<file path="src/rtl/fetch_pkg.sv">
// rtl/fetch_pkg.sv - shared constants, fetch state and offset helpers for the fetch unit
package fetch_pkg;

  localparam int          INSTR_BYTES = 4;
  localparam logic [31:0] NOP_INSTR   = 32'h0000_0000;

  typedef enum logic {
    RUN        = 1'b0,
    FAULT_HOLD = 1'b1
  } fetch_state_e;

  // Word offsets become byte displacements: sign-extend, then scale by 4.
  function automatic logic [31:0] sext16_w2b(input logic [15:0] off);
    return {{14{off[15]}}, off, 2'b00};
  endfunction

  function automatic logic [31:0] sext26_w2b(input logic [25:0] off);
    return {{4{off[25]}}, off, 2'b00};
  endfunction

endpackage

</file>
<file path="src/rtl/branch_target_calc.sv">
// rtl/branch_target_calc.sv - PC-relative branch/jump target from the decoding instruction's PC
module branch_target_calc
  import fetch_pkg::*;
(
  input  logic [31:0] if_id_pc,
  input  logic        redirect_is_jump,
  input  logic [25:0] redirect_offset,
  output logic [31:0] target
);

  logic [31:0] base;
  logic [31:0] disp;

  assign base   = if_id_pc + 32'(INSTR_BYTES);
  assign disp   = redirect_is_jump ? sext26_w2b(redirect_offset)
                                   : sext16_w2b(redirect_offset[15:0]);
  assign target = base + disp;

endmodule

</file>
<file path="src/rtl/instruction_fetch_unit.sv">
// rtl/instruction_fetch_unit.sv - program counter, IF/ID register, redirect and fetch-fault handling
module instruction_fetch_unit
  import fetch_pkg::*;
#(
  parameter logic [31:0] RESET_PC  = 32'h0000_0000,
  parameter int          MEM_BYTES = 256
) (
  input  logic        clk,
  input  logic        reset,
  output logic [31:0] read_instruct_addr,
  input  logic [31:0] instruction,
  input  logic        stall,
  input  logic        redirect_valid,
  input  logic        redirect_is_jump,
  input  logic [25:0] redirect_offset,
  output logic [31:0] if_id_instr,
  output logic [31:0] if_id_pc,
  output logic        if_id_valid,
  output logic        fetch_fault
);

  localparam logic [31:0] LAST_PC = 32'(MEM_BYTES - INSTR_BYTES);

  logic [31:0]  pc_q;
  logic [31:0]  if_id_instr_q;
  logic [31:0]  if_id_pc_q;
  logic         if_id_valid_q;
  logic         fetch_fault_q;
  fetch_state_e state_q;

  logic [31:0]  target;
  logic         redirect_take;

  function automatic logic addr_legal(input logic [31:0] a);
    return (a <= LAST_PC) && (a[1:0] == 2'b00);
  endfunction

  branch_target_calc u_target (
    .if_id_pc         (if_id_pc_q),
    .redirect_is_jump (redirect_is_jump),
    .redirect_offset  (redirect_offset),
    .target           (target)
  );

  // IF/ID is always invalid while faulted, so a redirect must still be honoured there to recover.
  assign redirect_take = redirect_valid && (if_id_valid_q || (state_q == FAULT_HOLD));

  always_ff @(posedge clk or posedge reset) begin
    if (reset) begin
      pc_q          <= RESET_PC;
      if_id_instr_q <= NOP_INSTR;
      if_id_pc_q    <= 32'h0;
      if_id_valid_q <= 1'b0;
      fetch_fault_q <= 1'b0;
      state_q       <= RUN;
    end else if (redirect_take) begin
      pc_q          <= target;
      if_id_instr_q <= NOP_INSTR;
      if_id_pc_q    <= pc_q;
      if_id_valid_q <= 1'b0;
      if (addr_legal(target)) state_q <= RUN;
    end else if (stall) begin
      pc_q <= pc_q;
    end else if (!addr_legal(pc_q)) begin
      if_id_instr_q <= NOP_INSTR;
      if_id_pc_q    <= pc_q;
      if_id_valid_q <= 1'b0;
      fetch_fault_q <= 1'b1;
      state_q       <= FAULT_HOLD;
    end else begin
      if_id_instr_q <= instruction;
      if_id_pc_q    <= pc_q;
      if_id_valid_q <= 1'b1;
      pc_q          <= pc_q + 32'(INSTR_BYTES);
    end
  end

  assign read_instruct_addr = pc_q;
  assign if_id_instr        = if_id_instr_q;
  assign if_id_pc           = if_id_pc_q;
  assign if_id_valid        = if_id_valid_q;
  assign fetch_fault        = fetch_fault_q;

endmodule

</file>
<file path="config.mk">
export PLATFORM = sky130hd
export DESIGN_NAME = instruction_fetch_unit
export DESIGN_NICKNAME = d
export VERILOG_FILES = /design/src/rtl/fetch_pkg.sv /design/src/rtl/branch_target_calc.sv /design/src/rtl/instruction_fetch_unit.sv
export SDC_FILE = /design/constraint.sdc
export NUM_CORES = 1
export LEC_CHECK = 0
export CAP_MARGIN = 20
export CORE_ASPECT_RATIO = 0.5
export CORE_MARGIN = 2
export CORE_UTILIZATION = 49
export DETAILED_ROUTE_END_ITERATION = 7
export PLACE_DENSITY_LB_ADDON = 0.2
export SYNTH_ARGS = -nofsm -noshare
export SYNTH_HDL_FRONTEND = slang
export SYNTH_SLANG_ARGS = --single-unit
export TNS_END_PERCENT = 50
</file>
<file path="constraint.sdc">
create_clock -name clk -period 4.8 [get_ports clk]
set_input_delay 0.96 -clock clk [delete_from_list [all_inputs] [get_ports clk]]
set_output_delay 0.96 -clock clk [all_outputs]
set_load 0.03 [all_outputs]
</file>
==> summary.txt, run 1 <==
Run
  • Max-cap viol count: 0

Worst setup path
  • Crit path DAT: 4.68 ns
  • Critical path launch point type: input port
  • Crit path max fanout: 10
  • Worst EP required: 5.01 ns
  • Critical Setup Path Class: input port to register
  • Crit end category: register

Place
  • Placed Cells: between 900 and 1000
  • I/O Buffers: 160
  • HPWL Detailed: roughly 12 mm
  • GP Congestion: about 0.92

Hold path
  • Worst hold path type: register to register

Clock tree
  • CTS root buf: clkbuf_16
  • Hold buffer count at CTS: 0
  • Clock Path Buffers: 2
  • Post-CTS setup buffers: 0
  • Htree depth: 3
  • CTS tree: built
  • CTS Buf Count: 9
  • CTS clk-pin slew, worst paths: ~0.080 ns
  • Clk sinks: between 90 and 100
  • Clock Latency Late Sink: 0.35 ns
  • CTS resizes: 0

GRT
  • Total gr overflow: 0
  • Largest net degree at the start of global routing: 62
  • First-pass GRT wire length: 26.7 mm
  • Vias in the first global route: between 5000 and 6000
  • Initial antenna violation count: 0
  • Total GRT Usage: between 20% and 30%

Synthesis
  • Count of cell types in the netlist: 67
  • Synthesized instance count: between 600 and 700
  • Syn avg cell area: 9.22 um2
  • Ys flop type: dfrtp_1
  • Register area share after synthesis: between 40% and 50%
  • Synth warnings: 0
  • Number of synthesized flops with an enable pin: 0
  • Synth Net Count: 773
  • Post-synth ARST share: 100%
  • Mapped Area: 6000 um2
  • #FFs+latches synth: 99

Power and ir drop
  • Clock power frac: between 10 and 15%
  • Sw power: between 2000 and 2500 uW
  • Int Power: 2700 uW
  • Sw Share: 47.3%
  • Pleak: 0.00384 uW
  • Worst ir drop on vdd: 302 uV
  • Power Density: 629 nW/um2
  • Sequential Power Share: 26.0%
  • Comb pwr share: 59.6%

Layout
  • Layout cells sized above 1: under 10%
  • Fin cells: 980
  • Fin util: 68.5%
  • Antenna Cells: 0
  • Final #Nets: 932
  • Synth-to-layout area growth: 35.4%

STA
  • Fin. Hold Viols: 0
  • Crit share post-route: roughly 93%
  • Setup TNS: 0 ns
  • Tmin final: 4.47 ns
  • Measured slew at the worst slew-check pin: 0.773 ns
  • Max Clk Rate: 224 MHz
  • Fin. max-slew vios: 0
  • RSZ-0062 raised after global routing: no
  • Clock Skews: approximately 0.009 ns
  • Endpoints failing setup: 0
  • Relative slew slack: between 40 and 50%

Floorplan
  • DIE AREA: 13200 um2
  • Core area: 11900 um2
  • DIE HEIGHT: 82.3 um
  • Die width: between 150 and 200 um
  • FP Rows: 28
  • Initial Util: 50.6%
  • Boundary Pins: 161

Detailed routing
  • # DRC: 0
  • Wire per inst: 17.1 um
  • Number of routed nets with antenna violations: 0
  • Routed via count: 5520
  • Via density: 5.63
  • TritonRoute pass-1 iters: 5
  • 1st-iter DRT viols: 302
  • Final WL: roughly 17 mm

Status
  • Status: complete, no violations
## synth_stat cells, types with 10 or more instances
| cell type | count | area (um2) |
|---|---|---|
| ha_1 | 58 | 726 |
| dfrtp_1 | 99 | 2480 |
| nand3_1 | 11 | 55.1 |
| nand2_1 | 158 | 593 |
| a22o_1 | 32 | 280 |
| xor2_1 | 10 | 87.6 |
| o21ai_0 | 25 | 125 |
| clkbuf_1 | 21 | 78.8 |
| nor2_1 | 21 | 78.8 |
| inv_1 | 12 | 45.0 |
| a21o_1 | 15 | 113 |
| a21oi_1 | 36 | 180 |
| or3_1 | 11 | 68.8 |
## power by group through the flow
stage               clock network [uW]  logic [uW]  registers [uW]
global placement                     0        2950            1340
global route                       793        3320            1370
finish                             737        3050            1330
floorplan                            0        1580            1740
CTS                                749        3020            1330
detailed placement                   0        2980            1350
## critical path, cell delays in order
cell and delay (ns):
clkdlybuf4s50_1 0.47, nand2b_1 0.31, nand2_1 0.12, ha_1 0.30, ha_1 0.38, a21oi_1 0.21
o21ai_0 0.15, or3_1 0.35, a211oi_2 0.26, or3_1 0.19, a21oi_1 0.08, or3_1 0.36
a2111oi_2 0.38, a41oi_1 0.15
## worst paths after layout
| kind | from | to | slack (ns) | cells after the start |
|---|---|---|---|---|
| worst min register to register | if_id_pc[10] | if_id_pc[10] | 0.50 | 2 |
| worst max register to register | if_id_pc[3] | state_q | 1.06 | 12 |
| worst min-delay path | if_id_pc[10] | if_id_pc[10] | 0.50 | 2 |
| min in group asynchronous | reset | if_id_instr[25] | 1.10 | 2 |
| worst max-delay path | redirect_is_jump | state_q | 0.33 | 14 |
| max in group asynchronous | reset | if_id_pc[15] | 2.90 | 3 |
## kinds of logic after synthesis
family | share of synthesized area (%)
xor gates and xnor gates | 2.77
adders and majority gates | 12.4
and+or+nand+nor | 18.9
DFF | 41.3
AOI/OAI and AO/OA | 20.6
buffers and inverters | 2.98
muxes | 1.06
## through the flow
step | cell area, um2 | total power, uW | hold slack, ns | setup WS, ns
after floorplan | 6000 | 3320 | 0.542 | 0.701
after global placement | 7820 | 4280 | 0.479 | 0.102
after detailed placement | 7820 | 4330 | 0.481 | 0.0450
after CTS | 8120 | 5100 | 0.505 | 0.360
after global routing | 8130 | 5480 | 0.521 | 0.0945
final | 8130 | 5110 | 0.499 | 0.332
## per-layer routing
layer | GRT usage, % | vias to the layer above | routed length, um
li1 | - | 2680 | -
met1 | 36.1 | 2628 | 7950
met2 | 40.3 | 200 | 7300
met3 | 6.39 | 12 | 1330
met4 | 4.95 | 0 | 133
met5 | 0 | - | 0
## placed cells by master, fill, tap and decap left out, types with 10 or more instances in the layout
master / count
nand2_1: 158
or3_1: 11
o21ai_0: 25
ha_1: 58
buf_4: 16
nand3_1: 11
xor2_1: 10
nor2_1: 21
a22o_1: 32
a21o_1: 15
dfrtp_1: 99
inv_1: 11
a21oi_1: 36
clkdlybuf4s50_1: 160
## sequential cells by signal, indices dropped and copies added (netlist names)
register            cells
state_q                 1
if_id_valid             1
if_id_pc               32
fetch_fault             1
read_instruct_addr     32
if_id_instr            32
## layout make-up
cell class	count	area [um2]
clock buffer	9	225
clock inverter	7	75.1
fill	976	3740
inverter	13	51.3
multi-input combinational	510	3370
sequential	99	2480
tap	165	206
timing repair buffer	177	1730
(Power assumes the default switching activity.)
==> inputs of run 2 (changes only) <==
Settings changed: CAP_MARGIN 20 to default, GPL_TIMING_DRIVEN from default to 1.
==> summary.txt, run 2 (synthesized netlist as in run 1, its figures left out) <==
Status
  • Status: complete, no violations

STA
  • Crit share post-route: 93.0%
  • Endpoints failing setup: 0
  • Clock Skews: around 0.008 ns
  • Max Clk Rate: 224 MHz
  • Measured slew at the worst slew-check pin: 1.07 ns
  • Tmin final: 4.46 ns
  • Fin. Hold Viols: 0
  • Setup TNS: 0 ns
  • Relative slew slack: 28.3%
  • RSZ-0062 raised after global routing: no
  • Fin. max-slew vios: 0

Detailed routing
  • Final WL: 16.7 mm
  • # DRC: 0
  • Routed via count: around 5500
  • TritonRoute pass-1 iters: 5
  • 1st-iter DRT viols: 291
  • Via density: 5.64
  • Wire per inst: about 17 um
  • Number of routed nets with antenna violations: 0

Clock tree
  • Clock Latency Late Sink: 0.35 ns
  • Hold buffer count at CTS: 0
  • CTS root buf: clkbuf_16
  • CTS clk-pin slew, worst paths: 0.08 ns
  • Clk sinks: 99
  • CTS resizes: 0
  • CTS tree: built
  • Htree depth: 3
  • CTS Buf Count: 9
  • Post-CTS setup buffers: 0
  • Clock Path Buffers: 2

Place
  • I/O Buffers: between 150 and 200
  • HPWL Detailed: around 12 mm
  • GP Congestion: between 0.9 and 1

Run
  • Max-cap viol count: 0

Power and ir drop
  • Power Density: 630 nW/um2
  • Worst ir drop on vdd: ~300 uV
  • Pleak: 0.00383 uW

Worst setup path
  • Critical path launch point type: input port
  • Critical Setup Path Class: input port to register
  • Worst EP required: 5.01 ns
  • Crit end category: register
  • Crit path DAT: 4.68 ns
  • Crit path max fanout: 10

GRT
  • Largest net degree at the start of global routing: 62
  • Total GRT Usage: between 20% and 30%
  • Initial antenna violation count: 0
  • Total gr overflow: 0
  • First-pass GRT wire length: 26.7 mm
  • Vias in the first global route: 5188

Floorplan
  • DIE AREA: 13200 um2
  • Die width: about 160 um
  • Boundary Pins: 161
  • FP Rows: 28
  • Initial Util: ~50%
  • Core area: 11900 um2
  • DIE HEIGHT: 82.3 um

Layout
  • Final #Nets: 931
  • Commonest non-fill, non-tap cells in the layout: clkdlybuf4s50_1, nand2_1, dfrtp_1, ha_1, a21oi_1
  • Antenna Cells: 0
  • Layout cells sized above 1: 6.39%
  • Most common cell after layout, fill and taps aside: clkdlybuf4s50_1
  • Synth-to-layout area growth: 35.3%
  • Fin util: 68.4%

Hold path
  • Worst hold path type: register to register
run 2: worst paths after layout:
kind                                   from                endpoint  slack, ns  cells past startpoint
max reg2reg                     if_id_pc[3]                 state_q       1.05                     12
min                            if_id_pc[11]            if_id_pc[11]       0.50                      2
min in group asynchronous             reset         if_id_instr[25]       1.10                      2
max                        redirect_is_jump                 state_q       0.34                     14
max in group asynchronous             reset  read_instruct_addr[17]       2.90                      3
min reg2reg                    if_id_pc[11]            if_id_pc[11]       0.50                      2
run 2: worst max-delay path: stages:
cell and delay (ns):
clkdlybuf4s50_1 0.47, nand2b_1 0.31, nand2_1 0.12, ha_1 0.30, ha_1 0.38, a21oi_1 0.21, o21ai_0 0.15, or3_1 0.35
a211oi_2 0.26, or3_1 0.19, a21oi_1 0.08, or3_1 0.36, a2111oi_2 0.38, a41oi_1 0.15
run 2: report_power, final:
| part | leakage (uW) | internal (uW) | total, uW | switching, uW |
|---|---|---|---|---|
| Clock | 0.000150 | 373 | 739 | 366 |
| Combinational | 0.00242 | 1250 | 3050 | 1800 |
| Sequential | 0.00126 | 1070 | 1330 | 263 |
run 2: cell type report:
| type | instances | area, um2 |
|---|---|---|
| clock buffer | 9 | 225 |
| clock inverter | 7 | 75.1 |
| fill | 976 | 3750 |
| inverter | 13 | 51.3 |
| multi-input combinational | 510 | 3370 |
| sequential | 99 | 2480 |
| tap | 165 | 206 |
| timing repair buffer | 176 | 1720 |
run 2: stage by stage:
| step | worst slack [ns] | hold slack, ns | power (uW) | cell area (um2) | std cells |
|---|---|---|---|---|---|
| 3_3_place_gp | 0.102 | 0.479 | 4280 | 7820 | 963 |
| 5_1_grt | 0.0945 | 0.521 | 5480 | 8120 | 979 |
| 6_report | 0.336 | 0.499 | 5120 | 8120 | 979 |
| 3_5_place_dp | 0.0450 | 0.481 | 4330 | 7820 | 963 |
| 2_1_floorplan | 0.701 | 0.542 | 3320 | 6000 | 651 |
| 4_1_cts | 0.360 | 0.505 | 5100 | 8120 | 979 |
run 2: per-layer routing:
layer | GRT usage [%] | wire length [um] | vias up
met2 | 40.3 | 7310 | 218
met4 | 4.95 | 138 | 0
met5 | 0 | 0 | -
met1 | 36.1 | 7980 | 2621
li1 | - | - | 2671
met3 | 6.39 | 1310 | 12
==> inputs of run 3 (changes only) <==
Settings changed: RECOVER_POWER from default to 50.
==> summary.txt, run 3 (synthesized netlist as in run 1, its figures left out) <==
Status
  • Status: finished, violations left
  • Failing checks: capacitance limit, slew limit

Worst setup path
  • Worst EP required: 5.01 ns
  • Crit end category: register
  • Crit path max fanout: 10
  • Critical path launch point type: input port
  • Crit path DAT: 4.68 ns
  • Slowest-stage cell, CP: clkdlybuf4s50_1
  • Critical-path cell list: clkdlybuf4s50_1, nand2b_1, nand2_1, ha_1, ha_1, a21oi_1, o21ai_0, or3_1, a211oi_2, or3_1, a21oi_1, or3_1, a2111oi_2, a41oi_1
  • Peak per-stage delay on the critical path: 0.47 ns
  • Most frequent CP cell: or3_1
  • Critical Setup Path Class: input port to register

Power and ir drop
  • Sw power: around 2400 uW
  • Clock power frac: 14.5%
  • Comb pwr share: 59.4%
  • Int Power: 2670 uW
  • Worst ir drop on vdd: 302 uV
  • Sw Share: 47.5%
  • Pleak: 0.00394 uW
  • Sequential Power Share: approximately a quarter
  • Power Density: 627 nW/um2

Clock tree
  • CTS root buf: clkbuf_16
  • Htree depth: 3
  • Hold buffer count at CTS: 0
  • Clk sinks: between 90 and 100
  • CTS clk-pin slew, worst paths: 0.08 ns
  • CTS tree: built
  • Post-CTS setup buffers: 0
  • CTS resizes: 0
  • CTS Buf Count: 9
  • Clock Latency Late Sink: 0.35 ns
  • Clock Path Buffers: 2

Place
  • Place WS: 0.0450 ns
  • I/O Buffers: 160
  • DP Area: approximately 8000 um2
  • GP Congestion: between 0.9 and 1
  • HPWL Detailed: 12.5 mm

Detailed routing
  • Via density: 5.63
  • Wire per inst: 17.0 um
  • 1st-iter DRT viols: 311
  • # DRC: 0
  • Final WL: 16.7 mm
  • Number of routed nets with antenna violations: 0
  • TritonRoute pass-1 iters: 5
  • Routed via count: about 5500

Floorplan
  • DIE AREA: ~13000 um2
  • Core area: about 12000 um2
  • DIE HEIGHT: approximately 80 um
  • Initial Util: roughly 51%
  • Boundary Pins: 161
  • FP Rows: 28
  • Die width: 161 um

Layout
  • Layout cells sized above 1: 6.14%
  • Most common cell after layout, fill and taps aside: nand2_1
  • Final #Nets: ~930
  • Synth-to-layout area growth: 35.2%
  • Antenna Cells: 0
  • Design area: 8120 um2
  • Commonest non-fill, non-tap cells in the layout: nand2_1, clkdlybuf4s50_1, dfrtp_1, ha_1, dlygate4sd3_1

STA
  • Measured slew at the worst slew-check pin: approximately 2.7 ns
  • Max Clk Rate: 224 MHz
  • Clock Skews: 0.00810 ns
  • RSZ-0062 raised after global routing: no
  • Fin. Hold Viols: 0
  • Worst hold slack: 0.493 ns
  • Final Worst Setup Slack: ~0.33 ns
  • Endpoints failing setup: 0
  • Crit share post-route: 93.1%
  • Tmin final: 4.47 ns
  • Relative slew slack: -82.5%
  • Fin. max-slew vios: 62
  • Setup TNS: 0 ns

GRT
  • Vias in the first global route: 5188
  • First-pass GRT wire length: roughly 27 mm
  • Total GRT Usage: 25.5%
  • Total gr overflow: 0
  • Largest net degree at the start of global routing: 62
  • Initial antenna violation count: 0

Run
  • Max-cap viol count: 1

Hold path
  • Worst hold path type: register to register
-- run 3: area by class of cell --
cell class | instances | area (um2)
fill | 981 | 3760
inverter | 13 | 50.0
tap | 165 | 206
timing repair buffer | 176 | 1710
multi-input combinational | 510 | 3370
clock inverter | 7 | 75.1
sequential | 99 | 2480
clock buffer | 9 | 225
-- run 3: layer usage --
metal	wire length [um]	track usage, %
met1	7970	36.1
met2	7270	40.3
met3	1300	6.39
met4	140	4.95
met5	0	0
-- run 3: worst max-delay path: cells and delay by family --
kind | cells | cell delay [ns]
adder cells (fa/ha/maj) | 2 | 0.68
AND/OR/NAND/NOR | 5 | 1.33
buffers and inverters | 1 | 0.47
AO/OA/AOI/OAI | 6 | 1.23
-- run 3: power by group through the flow --
stage	clock network (uW)	logic, uW	registers, uW
2_1_floorplan	0	1580	1740
3_3_place_gp	0	2950	1340
3_5_place_dp	0	2980	1350
4_1_cts	749	3020	1330
5_1_grt	793	3290	1370
6_report	737	3030	1330
-- run 3: path summary, 6_finish.rpt --
kind,from,to,slack (ns),cells past startpoint
worst max-delay path,redirect_is_jump,state_q,0.33,14
worst min-delay path,if_id_pc[11],if_id_pc[11],0.49,2
worst max register to register,if_id_pc[3],state_q,1.06,12
worst min register to register,if_id_pc[11],if_id_pc[11],0.49,2
max in group asynchronous,reset,read_instruct_addr[17],1.14,3
min in group asynchronous,reset,if_id_instr[25],1.82,2
-- run 3: metrics by stage --
step	std cells	total power (uW)	utilization, %
finish	979	5090	68.3
global route	979	5450	68.3
CTS	979	5100	68.4
detailed placement	963	4330	65.9
global placement	963	4280	65.9
floorplan	651	3320	-
==> patch 1, RTL diff (config.mk and constraints of run 3) <==
Register the input `redirect_offset` before use, cleared by the reset. The logic sees it one clock later. The other inputs are not delayed to match.
--- a/src/rtl/instruction_fetch_unit.sv
+++ b/src/rtl/instruction_fetch_unit.sv
@@ -21,6 +21,16 @@
 
   localparam logic [31:0] LAST_PC = 32'(MEM_BYTES - INSTR_BYTES);
 
+  logic [25:0] redirect_offset_q;
+
+  always_ff @(posedge clk or posedge reset) begin
+    if (reset) begin
+      redirect_offset_q <= '0;
+    end else begin
+      redirect_offset_q <= redirect_offset;
+    end
+  end
+
   logic [31:0]  pc_q;
   logic [31:0]  if_id_instr_q;
   logic [31:0]  if_id_pc_q;
@@ -38,7 +48,7 @@
   branch_target_calc u_target (
     .if_id_pc         (if_id_pc_q),
     .redirect_is_jump (redirect_is_jump),
-    .redirect_offset  (redirect_offset),
+    .redirect_offset  (redirect_offset_q),
     .target           (target)
   );
 
Check against the original RTL: not equivalent (a bounded check fails within 4 cycles, from zero or initial values and one cycle with reset high).
==> patch 1 against run 3 <==
  * The flow still finishes with violations (max-capacitance violations, max-slew violations)
  * Clock power rose by 70%
  * Maximum frequency increased by 6.4%
  * Synthesized cell count rose by 6.3%
  * Design area increased by 12%
  * Routed wire length increased by 9.3%
  * Register-to-register slack got worse by 0.11 ns
  * Area after synthesis grew 13%
  * Sequential cell count rose by 26
  * Worst setup slack improved by 0.27 ns
  * Power rose by 17%
  * Largest cell class unchanged
==> patch 1: results (changes against run 3) <==
metric,value,unit,change
wire_length_of_the_first_global_routing_pass,29.0,mm,was 26.7 mm
wl_per_cell,17.5,um,was 17.0 um
whs_endpoint,fetch_fault,,was if_id_pc[11]
final_core_utilization,0.673,,was 0.683
p_sw_frac,0.452,,was 0.475
first_global_vias,5606,,was 5188
share_of_post_route_cells_with_drive_strength_above_1,0.0799,,was 0.0614
report.final.slew_viol_count,80,,was 62
syn_nets,814,,was 773
drv.max_cap_violation_count,1,,unchanged
synth_cell_type_count,70,,was 67
synth_top_cells_by_count,"sky130_fd_sc_hd__nand2_1 (167), sky130_fd_sc_hd__dfrtp_1 (125), sky130_fd_sc_hd__ha_1 (58)",,"was sky130_fd_sc_hd__nand2_1 (158), sky130_fd_sc_hd__dfrtp_1 (99), sky130_fd_sc_hd__ha_1 (58)"
worst_skew_pair.late_latency,0.42,ns,was 0.35 ns
r2r_slack,0.95,ns,was 1.06 ns
status,"finished, violations left",,unchanged
clkTransAtPathRegs,0.06,ns,was 0.08 ns
pwr.group.combinational,3.13,mW,was 3.03 mW
proportion_of_synthesized_area_in_mux_cells,0.00628,,was 0.0106
fmaxAchievable,238,MHz,was 224 MHz
instances_no_fill,1040,,was 979
power.ir.vdd_worst,286,uV,was 302 uV
fin_worst_skew,0.00927,ns,was 0.00810 ns
yosys_register_bits,125,,was 99
pwr.group.sequential,1.57,mW,was 1.33 mW
synth_area_per_cell,9.79,um2,was 9.22 um2
cp_max_fo,8,,was 10
synth_compound_gate_area_share,0.189,,was 0.206
cp.arrival,4.51,ns,was 4.68 ns
total_leakage_power,4.27,nW,was 3.94 nW
failed_checks,"max-capacitance violations, max-slew violations",,unchanged
track_usage,0.254,,was 0.255
## patch 1: changes by cell type in the layout (fill, tap and decap cells not counted), sizes merged, moves of 5 or more
cell    before  now
a31oi        2    8
buf         14    8
clkbuf      11   19
dfrtp       99  125
inv         16   23
nand2      158  167
o21a         0    5
or3         11    4
## patch 1: stage by stage
stage / area, um2 / hold slack [ns]
5_1_grt: 9100 / 0.508
4_1_cts: 9110 / 0.480
6_report: 9100 / 0.475
3_3_place_gp: 8540 / 0.459
3_5_place_dp: 8540 / 0.464
2_1_floorplan: 6780 / 0.499
## patch 1: layout make-up
type                            count  area (um2)
Fill cell                        1098        4420
Multi-Input combinational cell    524        3460
Inverter                           13        48.8
Tap cell                          176         220
Clock inverter                     15         145
Timing Repair Buffer              170        1670
Clock buffer                       17         425
Sequential cell                   125        3130
## patch 1: layer usage
| metal | routed length, um | global-route usage | up-vias |
|---|---|---|---|
| met5 | 0 | 0 | - |
| met4 | 184 | 0.0637 | 0 |
| met3 | 1500 | 0.0759 | 26 |
| met2 | 8030 | 0.393 | 233 |
| met1 | 8530 | 0.353 | 2803 |
| li1 | - | - | 2810 |
## patch 1: how the worst max path moves through the flow
stage,start,end,cells past startpoint
after floorplan,reset,fetch_fault,1
after CTS,redirect_is_jump,state_q,14
after global placement,redirect_is_jump,state_q,14
after global routing,reset,read_instruct_addr[21],3
after detailed placement,redirect_is_jump,state_q,14
final,redirect_is_jump,state_q,14
## patch 1: kinds of logic (layout without fill, tap and decap cells)
kind of cell    after synthesis  count (layout)
buf+inv                      43             215
xor+xnor                     21              21
fa+ha+maj                    59              59
simple gates                264             264
mux                           4               4
compound gates              176             176
flops                       125             125
==> patch 2, RTL diff (flow settings as in run 3) <==
Without the edit above. Change the parameter `MEM_BYTES` from 256 to 192.
--- a/src/rtl/instruction_fetch_unit.sv
+++ b/src/rtl/instruction_fetch_unit.sv
@@ -3,7 +3,7 @@
   import fetch_pkg::*;
 #(
   parameter logic [31:0] RESET_PC  = 32'h0000_0000,
-  parameter int          MEM_BYTES = 256
+  parameter int          MEM_BYTES = 192
 ) (
   input  logic        clk,
   input  logic        reset,
Function: changed (a bounded check fails within 4 cycles, from zero or initial values and one cycle with reset high).
==> patch 2 against run 3 <==
  * Area after synthesis up 1.1%
  * Sequential cell count unchanged
  * Worst setup slack better by 0.19 ns
  * The run still ends with max-capacitance violations, max-slew violations left
  * Largest cell class unchanged
  * Power up 2.2%
  * Design area up 0.23%
  * Routed wire length down 2.7%
  * Sequential share of layout area down 0.070 points
==> patch 2: results (changes against run 3) <==
metric,value,unit,change
cp.arrival,4.51,ns,was 4.68 ns
syn_nets,776,,was 773
first_global_vias,5193,,was 5188
power.ir.vdd_worst,276,uV,was 302 uV
nNetsFinal,923,,was 931
hold_path_origin,fetch_fault,,was if_id_pc[11]
detailedPlace.worstSlack,0.304,ns,was 0.0450 ns
reg2reg_from,state_q,,was if_id_pc[3]
cts_resized,0,,unchanged
path_category_of_the_worst_min_delay_check,reg2reg,,unchanged
dp_hpwl,12.2,mm,was 12.5 mm
cts-buffers-inserted,9,,unchanged
instances_no_fill,971,,was 979
cp_max_fo,10,,unchanged
worst_slew_pin_slew,3.14,ns,was 2.72 ns
number_of_placed_cells_counting_well_taps,955,,was 963
synth_warnings,0,,unchanged
cts_max_path_bufs,2,,unchanged
synth_area_leaders,"sky130_fd_sc_hd__dfrtp_1 (41%), sky130_fd_sc_hd__ha_1 (12%), sky130_fd_sc_hd__nand2_1 (11%), sky130_fd_sc_hd__a22o_1 (4.6%), sky130_fd_sc_hd__o21ai_0 (3.1%)",,"was sky130_fd_sc_hd__dfrtp_1 (41%), sky130_fd_sc_hd__ha_1 (12%), sky130_fd_sc_hd__nand2_1 (9.9%), sky130_fd_sc_hd__a22o_1 (4.7%), sky130_fd_sc_hd__a21oi_1 (3.0%)"
largest_net_degree_at_the_start_of_global_routing,83,,was 62
fillerInstances,966,,was 981
antenna_found_initial,0,,unchanged
synth_cell_type_count,68,,was 67
detailed_place.area,7820,um2,about the same
fin_worst_skew,0.0107,ns,was 0.00810 ns
postCtsSetupRepairBufs,0,,unchanged
synth-async-reset-ratio,1.00,,unchanged
timing.critical_path.max_delay_family,compound AO/OA/AOI/OAI gates,,was simple AND/OR/NAND/NOR gates
track_usage,0.248,,was 0.255
firstDrtPassIters,5,,unchanged
syn-instance-count,654,,was 651
synth_top_cells_by_count,"sky130_fd_sc_hd__nand2_1 (172), sky130_fd_sc_hd__dfrtp_1 (99), sky130_fd_sc_hd__ha_1 (58)",,"was sky130_fd_sc_hd__nand2_1 (158), sky130_fd_sc_hd__dfrtp_1 (99), sky130_fd_sc_hd__ha_1 (58)"
report.final.slew_viol_count,110,,was 62
synth_edf_count,0,,unchanged
h_tree_depth,3,,unchanged
globalplace.congestion,0.912,,was 0.924
failed_checks,"max-capacitance violations, max-slew violations",,unchanged
vias_per_cell,5.55,,was 5.63
wl_per_cell,16.7,um,was 17.0 um
startpoint,redirect_is_jump,,unchanged
cts.root.buffer_cell,sky130_fd_sc_hd__clkbuf_16,,unchanged
status,"finished, violations left",,unchanged
wire_length_of_the_first_global_routing_pass,26.1,mm,was 26.7 mm
worst_skew_pair.late_latency,0.35,ns,about the same
synth_ff_type,sky130_fd_sc_hd__dfrtp_1,,unchanged
final_antenna_net_count,0,,unchanged
seq_area_frac_synth,0.408,,was 0.413
drtIter0Drc,337,,was 311
share_of_post_route_cells_with_drive_strength_above_1,0.0620,,was 0.0614
total_leakage_power,3.88,nW,was 3.94 nW
drv.max_cap_violation_count,2,,was 1
cpMaxStageDelayCell,sky130_fd_sc_hd__clkdlybuf4s50_1,,unchanged
patch 2: changes by cell type after synthesis, moves of 5 or more:
| cell | change |
|---|---|
| sky130_fd_sc_hd__a21oi_1 | -11 |
| sky130_fd_sc_hd__o21ai_0 | +12 |
| sky130_fd_sc_hd__nand2_1 | +14 |
| sky130_fd_sc_hd__xnor2_1 | +5 |
| sky130_fd_sc_hd__or3_1 | -7 |
patch 2: area by class of cell:
cell class / instances / area [um2] / area share
clock inverter: 7 / 111 / 0.0137
sequential: 99 / 2480 / 0.305
inverter: 11 / 41.3 / 0.00508
multi-input combinational: 510 / 3410 / 0.419
tap: 165 / 206 / 0.0254
clock buffer: 9 / 225 / 0.0277
timing repair buffer: 170 / 1670 / 0.205
patch 2: cells by family after synthesis:
group                      after synthesis  synth area share
DFF                                     99             0.408
muxes                                    5           0.00845
xor gates and xnor gates                24            0.0346
and+or+nand+nor                        261             0.194
adders and majority gates               59             0.123
AOI/OAI and AO/OA                      161             0.200
buffers and inverters                   45            0.0315
patch 2: metal layers:
metal	wire length [um]	vias up	GRT usage	part of all wire
li1	-	2635	-	-
met2	7210	200	0.407	0.44
met4	226	0	0.0705	0.014
met5	0	-	0	0
met3	1310	22	0.0709	0.081
met1	7490	2536	0.327	0.46
patch 2: power breakdown:
part | switching (mW) | internal (mW) | leakage (nW)
clock network | 0.362 | 0.472 | 0.166
logic | 1.82 | 1.22 | 2.44
registers | 0.258 | 1.06 | 1.27
total | 2.44 | 2.76 | 3.88
patch 2: final timing paths:
kind / endpoint / slack (ns) / cells after the start
setup / recovery: state_q / 0.52 / 14
hold / removal: fetch_fault / 0.47 / 1
setup reg to reg: if_id_instr[29] / 1.02 / 4
hold reg to reg: fetch_fault / 0.47 / 1
max in group asynchronous: if_id_pc[22] / 0.78 / 3
min in group asynchronous: if_id_instr[24] / 2.18 / 2
